<file path="config.mk">
export PLATFORM = sky130hd
export DESIGN_NAME = fib_alu_core_flat
export DESIGN_NICKNAME = d
export VERILOG_FILES = /design/src/rtl/fib_alu_pkg.sv /design/src/rtl/fib_alu_if.sv /design/src/rtl/fib_regfile.sv /design/src/rtl/fib_alu_core.sv /design/src/flat_wrapper.sv
export SDC_FILE = /design/constraint.sdc
export NUM_CORES = 1
export LEC_CHECK = 0
export CORE_MARGIN = 2
export CORE_UTILIZATION = 54
export CTS_CLUSTER_SIZE = 28
export DETAILED_ROUTE_END_ITERATION = 12
export PLACE_DENSITY_LB_ADDON = 0.25
export SLEW_MARGIN = 30
export SYNTH_ARGS = -nofsm -noshare
export SYNTH_HDL_FRONTEND = slang
export SYNTH_SLANG_ARGS = --single-unit
</file>
<file path="constraint.sdc">
create_clock -name clk -period 3.4 [get_ports clk]
set_input_delay 0.68 -clock clk [delete_from_list [all_inputs] [get_ports clk]]
set_output_delay 0.68 -clock clk [all_outputs]
set_load 0.005 [all_outputs]
</file>
<file path="src/rtl/fib_alu_pkg.sv">
// Shared opcodes and FSM state encoding for the Fibonacci datapath ALU.
package fib_alu_pkg;

  localparam logic [2:0] OP_NOP   = 3'b000;
  localparam logic [2:0] OP_SET   = 3'b001;
  localparam logic [2:0] OP_INC   = 3'b010;
  localparam logic [2:0] OP_DEC   = 3'b011;
  localparam logic [2:0] OP_LOADX = 3'b100;
  localparam logic [2:0] OP_LOAD  = 3'b101;
  localparam logic [2:0] OP_ADD   = 3'b110;
  localparam logic [2:0] OP_COPY  = 3'b111;

  typedef enum logic [1:0] {
    ST_IDLE = 2'd0,
    ST_EXEC = 2'd1,
    ST_WB   = 2'd2
  } state_t;

  // Only these ops produce a carry/borrow; all other writes clear the carry flag.
  function automatic logic is_arith(input logic [2:0] op);
    return (op == OP_INC) || (op == OP_DEC) || (op == OP_ADD);
  endfunction

endpackage

</file>
<file path="src/rtl/fib_alu_if.sv">
// Request/result bundle between the Fibonacci control FSM (master) and the ALU core (slave).
interface fib_alu_if #(
  parameter int WIDTH = 4,
  parameter int NREGS = 4
);
  localparam int RW = $clog2(NREGS);

  logic             op_valid;
  logic             op_ready;
  logic [2:0]       alu_opcode;
  logic [RW-1:0]    src_a;
  logic [RW-1:0]    src_b;
  logic [RW-1:0]    dst;
  logic [WIDTH-1:0] data_in;
  logic             op_done;
  logic [WIDTH-1:0] result;
  logic             zero_flag;
  logic             carry_flag;
  logic             ovf_sticky;
  logic             ovf_clr;
  logic [RW-1:0]    rd_sel;
  logic [WIDTH-1:0] rd_data;

  modport master (
    output op_valid, alu_opcode, src_a, src_b, dst, data_in, ovf_clr, rd_sel,
    input  op_ready, op_done, result, zero_flag, carry_flag, ovf_sticky, rd_data
  );

  modport slave (
    input  op_valid, alu_opcode, src_a, src_b, dst, data_in, ovf_clr, rd_sel,
    output op_ready, op_done, result, zero_flag, carry_flag, ovf_sticky, rd_data
  );

endinterface

</file>
<file path="src/rtl/fib_regfile.sv">
// NREGS x WIDTH register file: one synchronous write port, three combinational read ports.
module fib_regfile #(
  parameter int WIDTH = 4,
  parameter int NREGS = 4,
  parameter int RW    = $clog2(NREGS)
) (
  input  logic             clk,
  input  logic             reset,
  input  logic             i_we,
  input  logic [RW-1:0]    i_waddr,
  input  logic [WIDTH-1:0] i_wdata,
  input  logic [RW-1:0]    i_raddr_a,
  input  logic [RW-1:0]    i_raddr_b,
  input  logic [RW-1:0]    i_raddr_o,
  output logic [WIDTH-1:0] o_rdata_a,
  output logic [WIDTH-1:0] o_rdata_b,
  output logic [WIDTH-1:0] o_rdata_o
);

  logic [WIDTH-1:0] r_mem [NREGS];

  always_ff @(posedge clk) begin
    if (reset) begin
      for (int i = 0; i < NREGS; i++) r_mem[i] <= '0;
    end else if (i_we) begin
      r_mem[i_waddr] <= i_wdata;
    end
  end

  assign o_rdata_a = r_mem[i_raddr_a];
  assign o_rdata_b = r_mem[i_raddr_b];
  assign o_rdata_o = r_mem[i_raddr_o];

endmodule

</file>
<file path="src/rtl/fib_alu_core.sv">
// Registered Fibonacci ALU: accept -> EXEC (operand read, compute) -> WB (write-back, flags).
module fib_alu_core
  import fib_alu_pkg::*;
#(
  parameter int WIDTH = 4,
  parameter int NREGS = 4
) (
  input  logic   clk,
  input  logic   reset,
  fib_alu_if.slave bus
);

  localparam int RW = $clog2(NREGS);
  localparam logic [WIDTH:0] ONE = (WIDTH+1)'(1);

  state_t           r_state, w_state_nxt;
  logic             w_accept, w_wb, w_we, w_ovf_set;
  logic [2:0]       r_op;
  logic [RW-1:0]    r_src_a, r_src_b, r_dst;
  logic [WIDTH-1:0] r_din;
  logic [WIDTH-1:0] r_res_q;
  logic             r_cy_q;
  logic [WIDTH-1:0] r_result;
  logic             r_zero, r_carry, r_ovf, r_done, r_ready;
  logic [WIDTH-1:0] w_rd_a, w_rd_b;
  logic [WIDTH:0]   w_sum;

  fib_regfile #(.WIDTH(WIDTH), .NREGS(NREGS), .RW(RW)) u_regfile (
    .clk       (clk),
    .reset     (reset),
    .i_we      (w_we),
    .i_waddr   (r_dst),
    .i_wdata   (r_res_q),
    .i_raddr_a (r_src_a),
    .i_raddr_b (r_src_b),
    .i_raddr_o (bus.rd_sel),
    .o_rdata_a (w_rd_a),
    .o_rdata_b (w_rd_b),
    .o_rdata_o (bus.rd_data)
  );

  always_ff @(posedge clk) begin
    if (reset) r_state <= ST_IDLE;
    else       r_state <= w_state_nxt;
  end

  always_comb begin
    w_state_nxt = r_state;
    w_accept    = 1'b0;
    w_wb        = 1'b0;
    case (r_state)
      ST_IDLE: begin
        if (bus.op_valid && r_ready) begin
          w_accept    = 1'b1;
          w_state_nxt = ST_EXEC;
        end
      end
      ST_EXEC: w_state_nxt = ST_WB;
      ST_WB: begin
        w_wb        = 1'b1;
        w_state_nxt = ST_IDLE;
      end
      default: w_state_nxt = ST_IDLE;
    endcase
  end

  // Computed one bit wider so bit WIDTH is the carry (INC/ADD) or borrow (DEC).
  always_comb begin
    w_sum = '0;
    case (r_op)
      OP_SET:   w_sum = ONE;
      OP_INC:   w_sum = {1'b0, w_rd_a} + ONE;
      OP_DEC:   w_sum = {1'b0, w_rd_a} - ONE;
      OP_LOADX: w_sum = {1'b0, r_din};
      OP_LOAD:  w_sum = {1'b0, w_rd_a};
      OP_ADD:   w_sum = {1'b0, w_rd_a} + {1'b0, w_rd_b};
      OP_COPY:  w_sum = {1'b0, w_rd_b};
      default:  w_sum = '0;
    endcase
  end

  assign w_we      = w_wb && (r_op != OP_NOP);
  assign w_ovf_set = w_wb && r_cy_q;

  always_ff @(posedge clk) begin
    if (reset) begin
      r_op     <= OP_NOP;
      r_src_a  <= '0;
      r_src_b  <= '0;
      r_dst    <= '0;
      r_din    <= '0;
      r_res_q  <= '0;
      r_cy_q   <= 1'b0;
      r_result <= '0;
      r_zero   <= 1'b1;
      r_carry  <= 1'b0;
      r_ovf    <= 1'b0;
      r_done   <= 1'b0;
      r_ready  <= 1'b1;
    end else begin
      if (w_accept) begin
        r_op    <= bus.alu_opcode;
        r_src_a <= bus.src_a;
        r_src_b <= bus.src_b;
        r_dst   <= bus.dst;
        r_din   <= bus.data_in;
      end
      if (r_state == ST_EXEC) begin
        r_res_q <= w_sum[WIDTH-1:0];
        r_cy_q  <= is_arith(r_op) & w_sum[WIDTH];
      end
      if (w_we) begin
        r_result <= r_res_q;
        r_zero   <= (r_res_q == '0);
        r_carry  <= r_cy_q;
      end
      // A set at the same edge overrides a clear request.
      if (w_ovf_set)        r_ovf <= 1'b1;
      else if (bus.ovf_clr) r_ovf <= 1'b0;
      r_done  <= w_wb;
      r_ready <= (w_state_nxt == ST_IDLE);
    end
  end

  assign bus.op_ready   = r_ready;
  assign bus.op_done    = r_done;
  assign bus.result     = r_result;
  assign bus.zero_flag  = r_zero;
  assign bus.carry_flag = r_carry;
  assign bus.ovf_sticky = r_ovf;

endmodule

</file>
<file path="src/flat_wrapper.sv">
// flat-port wrapper written by rule: the top's interface ports become plain ports
module fib_alu_core_flat import fib_alu_pkg::*;
#(
  parameter int WIDTH = 4,
  parameter int NREGS = 4
)
  (clk, reset, bus_op_valid, bus_alu_opcode, bus_src_a, bus_src_b, bus_dst, bus_data_in, bus_ovf_clr, bus_rd_sel, bus_op_ready, bus_op_done, bus_result, bus_zero_flag, bus_carry_flag, bus_ovf_sticky, bus_rd_data);
  fib_alu_if #(.WIDTH(WIDTH), .NREGS(NREGS)) bus_i ();
  input  logic clk;
  input  logic reset;
  input wire logic [$bits(bus_i.op_valid)-1:0] bus_op_valid;
  input wire logic [$bits(bus_i.alu_opcode)-1:0] bus_alu_opcode;
  input wire logic [$bits(bus_i.src_a)-1:0] bus_src_a;
  input wire logic [$bits(bus_i.src_b)-1:0] bus_src_b;
  input wire logic [$bits(bus_i.dst)-1:0] bus_dst;
  input wire logic [$bits(bus_i.data_in)-1:0] bus_data_in;
  input wire logic [$bits(bus_i.ovf_clr)-1:0] bus_ovf_clr;
  input wire logic [$bits(bus_i.rd_sel)-1:0] bus_rd_sel;
  output wire logic [$bits(bus_i.op_ready)-1:0] bus_op_ready;
  output wire logic [$bits(bus_i.op_done)-1:0] bus_op_done;
  output wire logic [$bits(bus_i.result)-1:0] bus_result;
  output wire logic [$bits(bus_i.zero_flag)-1:0] bus_zero_flag;
  output wire logic [$bits(bus_i.carry_flag)-1:0] bus_carry_flag;
  output wire logic [$bits(bus_i.ovf_sticky)-1:0] bus_ovf_sticky;
  output wire logic [$bits(bus_i.rd_data)-1:0] bus_rd_data;
  assign bus_i.op_valid = bus_op_valid;
  assign bus_i.alu_opcode = bus_alu_opcode;
  assign bus_i.src_a = bus_src_a;
  assign bus_i.src_b = bus_src_b;
  assign bus_i.dst = bus_dst;
  assign bus_i.data_in = bus_data_in;
  assign bus_i.ovf_clr = bus_ovf_clr;
  assign bus_i.rd_sel = bus_rd_sel;
  assign bus_op_ready = bus_i.op_ready;
  assign bus_op_done = bus_i.op_done;
  assign bus_result = bus_i.result;
  assign bus_zero_flag = bus_i.zero_flag;
  assign bus_carry_flag = bus_i.carry_flag;
  assign bus_ovf_sticky = bus_i.ovf_sticky;
  assign bus_rd_data = bus_i.rd_data;
  fib_alu_core #(.WIDTH(WIDTH), .NREGS(NREGS)) u_core (.clk(clk), .reset(reset), .bus(bus_i));
endmodule
</file>
# Word level (Yosys, flattened, before mapping)
# Memories as Yosys holds them, arrays and structs flattened. A register that Yosys moved wholly into a read port is not among the register bits.
# Index checks and enable logic that the tools add are counted.
# totals
ff_bits	29
mem_bits_rw	16
inputBits	19
output_inout_bits	13
word_cells	59
n_memories	1
# memory_table
memory	words	word_bits	rd	rd_ports_with_merged_regs	write_ports	line	source
u_core.u_regfile.r_mem	4	4	3	2	4	fib_regfile.sv:20	logic [WIDTH-1:0] r_mem [NREGS];
# classes
add_sub_neg	3
n_eq_ne	9
n_mux	20
n_bitwise	1
n_reduce_logical	11
# ops
op	n
case mux 5 bit (7 select lines)	1
equality test 3 bit (second input constant)	4
two-way mux 2 bit	6
two-way mux 1 bit	11
equality test 3 x 2 -> 1 bit (second input constant)	2
adder 4 x 1 -> 5 bit (second input constant)	1
adder 4 x 4 -> 5 bit	1
subtractor 4 x 1 -> 5 bit (second input constant)	1
zero test 2 bit	2
zero test 4 bit	1
two-way mux 4 bit	1
case mux 2 bit (2 select lines)	1
OR reduction 4 bit	1
equality test 3 x 1 -> 1 bit (second input constant)	1
logical AND 1 bit	3
nonzero test 3 bit	1
equality test 2 x 1 -> 1 bit (second input constant)	1
equality test 2 bit (second input constant)	1
logical OR 1 bit	2
nonzero test 2 bit	1
bitwise AND 1 bit	1

# Depth between registers and ports, before layout
# logic_depth
depth_word	8
ltp_mapped	12
ltp_nobuf	11

# Cells and area by module
# From an unflattened synthesis, not the netlist that was laid out.
# hier_totals
cells_unflattened	219
area_unflattened_um2	2364.8
# by_module_without_submodules
mod	instances	cells_per_inst	area_each_um2	seq_area_each_um2
fib_alu_core	1	165	1380.1	580.6
fib_regfile	1	54	984.7	480.5

# Least setup slack after synthesis
# No wires, ideal clock.
# synth_timing
path_kind	register to register
start	register with a tool-made name
end	register u_core.r_res_q[3]
setup_time_ns	0.117
t_arrival_ns	2.405
required_time_ns	3.283
setup_slack_ns	0.878
stages_incl_launch_ff	11
n_path_buf	0
synth_period_minus_slack_ns	2.522
cell_sequence	dfxtp_1 mux4_1 a21o_1 nand2_1 inv_1 ha_1 nand3_1 a21oi_1 o31ai_1 a211o_1 a32o_1
# synth_rtl
item	line	source
end signal: assignment	fib_alu_core.sv:109	r_res_q <= w_sum[WIDTH-1:0];
end: declaration	fib_alu_core.sv:21	logic [WIDTH-1:0] r_res_q;

# Worst setup path after layout
# layout_timing
start	input port bus_rd_sel[0]
end	output port bus_rd_data[3]
# layout_via
elab_chain_len	1
# layout_rtl
item	line	source
start: declaration	flat_wrapper.sv:18	input wire logic [$bits(bus_i.rd_sel)-1:0] bus_rd_sel;
memory read (4 x 4 bit)	--	
end: declaration	flat_wrapper.sv:25	output wire logic [$bits(bus_i.rd_data)-1:0] bus_rd_data;
# Every way passes these cells.

==> flow_metrics.tcl <==
set metrics [dict create \
    r2r_cells 10 \
    endpoint "bus_rd_data[3]" \
    seq_area_frac_synth 0.492 \
    r2r-end "u_core.r_res_q[3]" \
    holdCritPathClass "register to register" \
    synth_top_flop_cell "dfxtp_1" \
    drv_slew 0 \
    grt_max_degree 23 \
    rrSetupSlack_ns 0.62 \
    grt.total_usage 0.216 \
    cp_slowest_cell "clkdlybuf4s50_1" \
    period_minus_slack_ns 3.00 \
    insertedDiodeCount 0 \
    grt_setup_unrepaired "no" \
    cp.arrival_ns 2.32 \
    yosys.cell_types.count 38 \
    clk_pin_slew_ns 0.09 \
    io_pins 32 \
    dpl.hpwl_um 3600 \
    finClkSkew_ns 0.0101 \
    crit_type "input port to output pin" \
    gp_congestion 0.833 \
    die_area_mm2 0.00484 \
    synth_enable_flop_cells 16 \
    cts_tree "done" \
    cts_setup_buffers 0 \
    p_leak_nw 1.10 \
    grt_first_pass_wirelength_um 8190 \
    slew_headroom 0.622 \
    die_height_um 69.5 \
    async_flop_share 0 \
    crit_chain "clkdlybuf4s50_1 > mux4_2 > clkdlybuf4s50_1" \
    initial_core_util 0.572 \
    avgViaCountPerCell 5.85 \
    cts_buffers 5 \
    syn_area_mm2 0.00232 \
    finalSetupViolations 0 \
    fmax_mhz 333 \
    drive_gt1_frac 0.0870 \
    powerDensity_mw_per_mm2 428 \
    num_rows 23 \
    route.vias.total 1772 \
    path_max_fanout 4 \
    io_buffers 31 \
    start_kind "input port" \
    startpoint "bus_rd_sel[0]" \
    min_path_cells 2 \
    cts.sinks 49 \
    antenna_found_initial 0 \
    die_w_um 69.5 \
    drc 0 \
    fin_util 0.686 \
    drv_cap 0 \
    finalHoldViolCount 0 \
    cp.required_ns 2.72 \
    cp.depth 3 \
    cpMostUsedCell "clkdlybuf4s50_1" \
    fin_tns_setup_ns 0 \
    postCtsHoldBufs 0 \
    worst_slew_pin_slew_ns 0.565 \
    syn_inst 220 \
    clk_latency_ns 0.30 \
    cpPeakStageDelay_ns 0.63 \
    cts_resized 0 \
    cts_root_buffer "clkbuf_8" \
    irDropWorstVdd_v 0.000263 \
    outcome "completed" \
    first_pass_iters 4 \
    cts_max_level 2 \
    grt_pass1_vias 1741 \
    crit_path_end_kind "output pin" \
    synth_seq_cells 49 \
    ant_nets 0 \
    drt-initial-drc-count 200 \
    overflow 0 \
    core_mm2 0.00406 \
    cp_top_family "buffers and inverters" \
    worstPathBufferInverterCount 2 \
    syn-num-nets 244 \
    cts_buffer_depth 2 \
    yosysWarnings 0 \
    synth_area_per_cell_um2 10.5 \
    areaGrowthSynthToFinish_pct 20.0 \
    fin_crit_sh 0.884 \
    final_nets 276 \
    avgRoutedWirePerCell_um 15.8 \
    wirelength_um 4780 \
]
==> synth_stat cells, types with 5 or more instances <==
master    instances  area, um^2
a21o_1            5        37.5
a21oi_1          22         110
and2_1           13        81.3
and3_1            9        56.3
clkbuf_1          8        30.0
dfxtp_1          33         661
edfxtp_1         16         480
inv_1             8        30.0
mux4_2            8         180
nand2_1          36         135
nor2_1           10        37.5
==> worst register-to-register path: cells and delay by family, from the launching register on <==
family          cells  cell delay [ns]
mux                 1             0.62
compound gates      5             1.03
simple gates        2             0.19
fa+ha+maj           1             0.28
flops               1             0.47
buf+inv             1             0.07
==> metrics by stage <==
step	cells	instance area (um^2)	hold WS [ns]	power (W)	setup WS, ns
after floorplan	220	2320	0.432	0.000766	0.878
after global placement	295	2680	0.437	0.000827	0.415
after detailed placement	295	2680	0.441	0.000831	0.393
after CTS	303	2780	0.458	0.00120	0.387
after global routing	303	2780	0.483	0.00125	0.321
final	303	2780	0.455	0.00119	0.395
==> area by class of cell <==
type / instances / area, um^2
Fill cell: 323 / 1270
Clock buffer: 7 / 96.3
Inverter: 9 / 33.8
Timing Repair Buffer: 33 / 325
Sequential cell: 49 / 1140
Multi-Input combinational cell: 154 / 1110
Clock inverter: 1 / 8.76
Tap cell: 50 / 62.6
==> layout by cell type, fill, tap and decap left out, drive strengths merged, types with 2 or more instances in the layout <==
master / synthesis / final
nand2: 36 / 36
dfxtp: 33 / 33
clkdlybuf4s50: 0 / 31
a21oi: 22 / 22
edfxtp: 16 / 16
and2: 13 / 13
mux4: 12 / 12
nor2: 10 / 10
and3: 9 / 9
inv: 8 / 9
clkbuf: 8 / 7
a21o: 5 / 5
nand3: 4 / 4
ha: 4 / 4
nor2b: 3 / 3
or2: 3 / 3
a31oi: 3 / 3
nand2b: 3 / 3
a32o: 3 / 3
o21ai: 3 / 3
nor3b: 3 / 3
nor3: 2 / 2
a22o: 2 / 2
mux2i: 2 / 2
buf: 0 / 2
==> cells by family after synthesis <==
family          share of synthesized area
flops                               0.492
fa+ha+maj                          0.0302
simple gates                        0.192
compound gates                      0.123
buf+inv                            0.0275
mux                                 0.132
xor+xnor                          0.00378
==> routing by layer <==
layer  up-vias  routed length (um)  global-route usage
met3         9                 290              0.0480
met2        45                2390               0.362
met1       854                2010               0.274
li1        864                   -                   -
met4         0                  94              0.0784
met5         -                   0                   0
==> how the worst min path moves through the flow <==
stage                                    start                    to  slack (ns)
after floorplan                u_core.r_din[0]       u_core.r_din[0]        0.43
after global routing           u_core.r_din[1]       u_core.r_din[1]        0.48
after detailed placement  u_core.bus.result[3]  u_core.bus.result[3]        0.44
final                          u_core.r_din[0]       u_core.r_din[0]        0.45
after global placement    u_core.bus.result[1]  u_core.bus.result[1]        0.44
after CTS                      u_core.r_din[0]       u_core.r_din[0]        0.46
==> where the power goes <==
group          switching [W]  internal (W)  total [W]
combinational      0.0000779     0.0000833   0.000161
clock               0.000186      0.000188   0.000373
sequential         0.0000287      0.000629   0.000657
==> registers in the layout (all words and copies together), names as in the netlist, 2 cells and up, named ones only <==
name	flops
u_core.u_regfile.r_mem	16
u_core.r_state	2
u_core.r_res_q	4
u_core.r_dst	2
u_core.r_src_a	2
u_core.r_din	4
u_core.r_op	3
u_core.r_src_b	2
u_core.bus.result	4
Note: power is estimated with default switching activity, not from simulation.
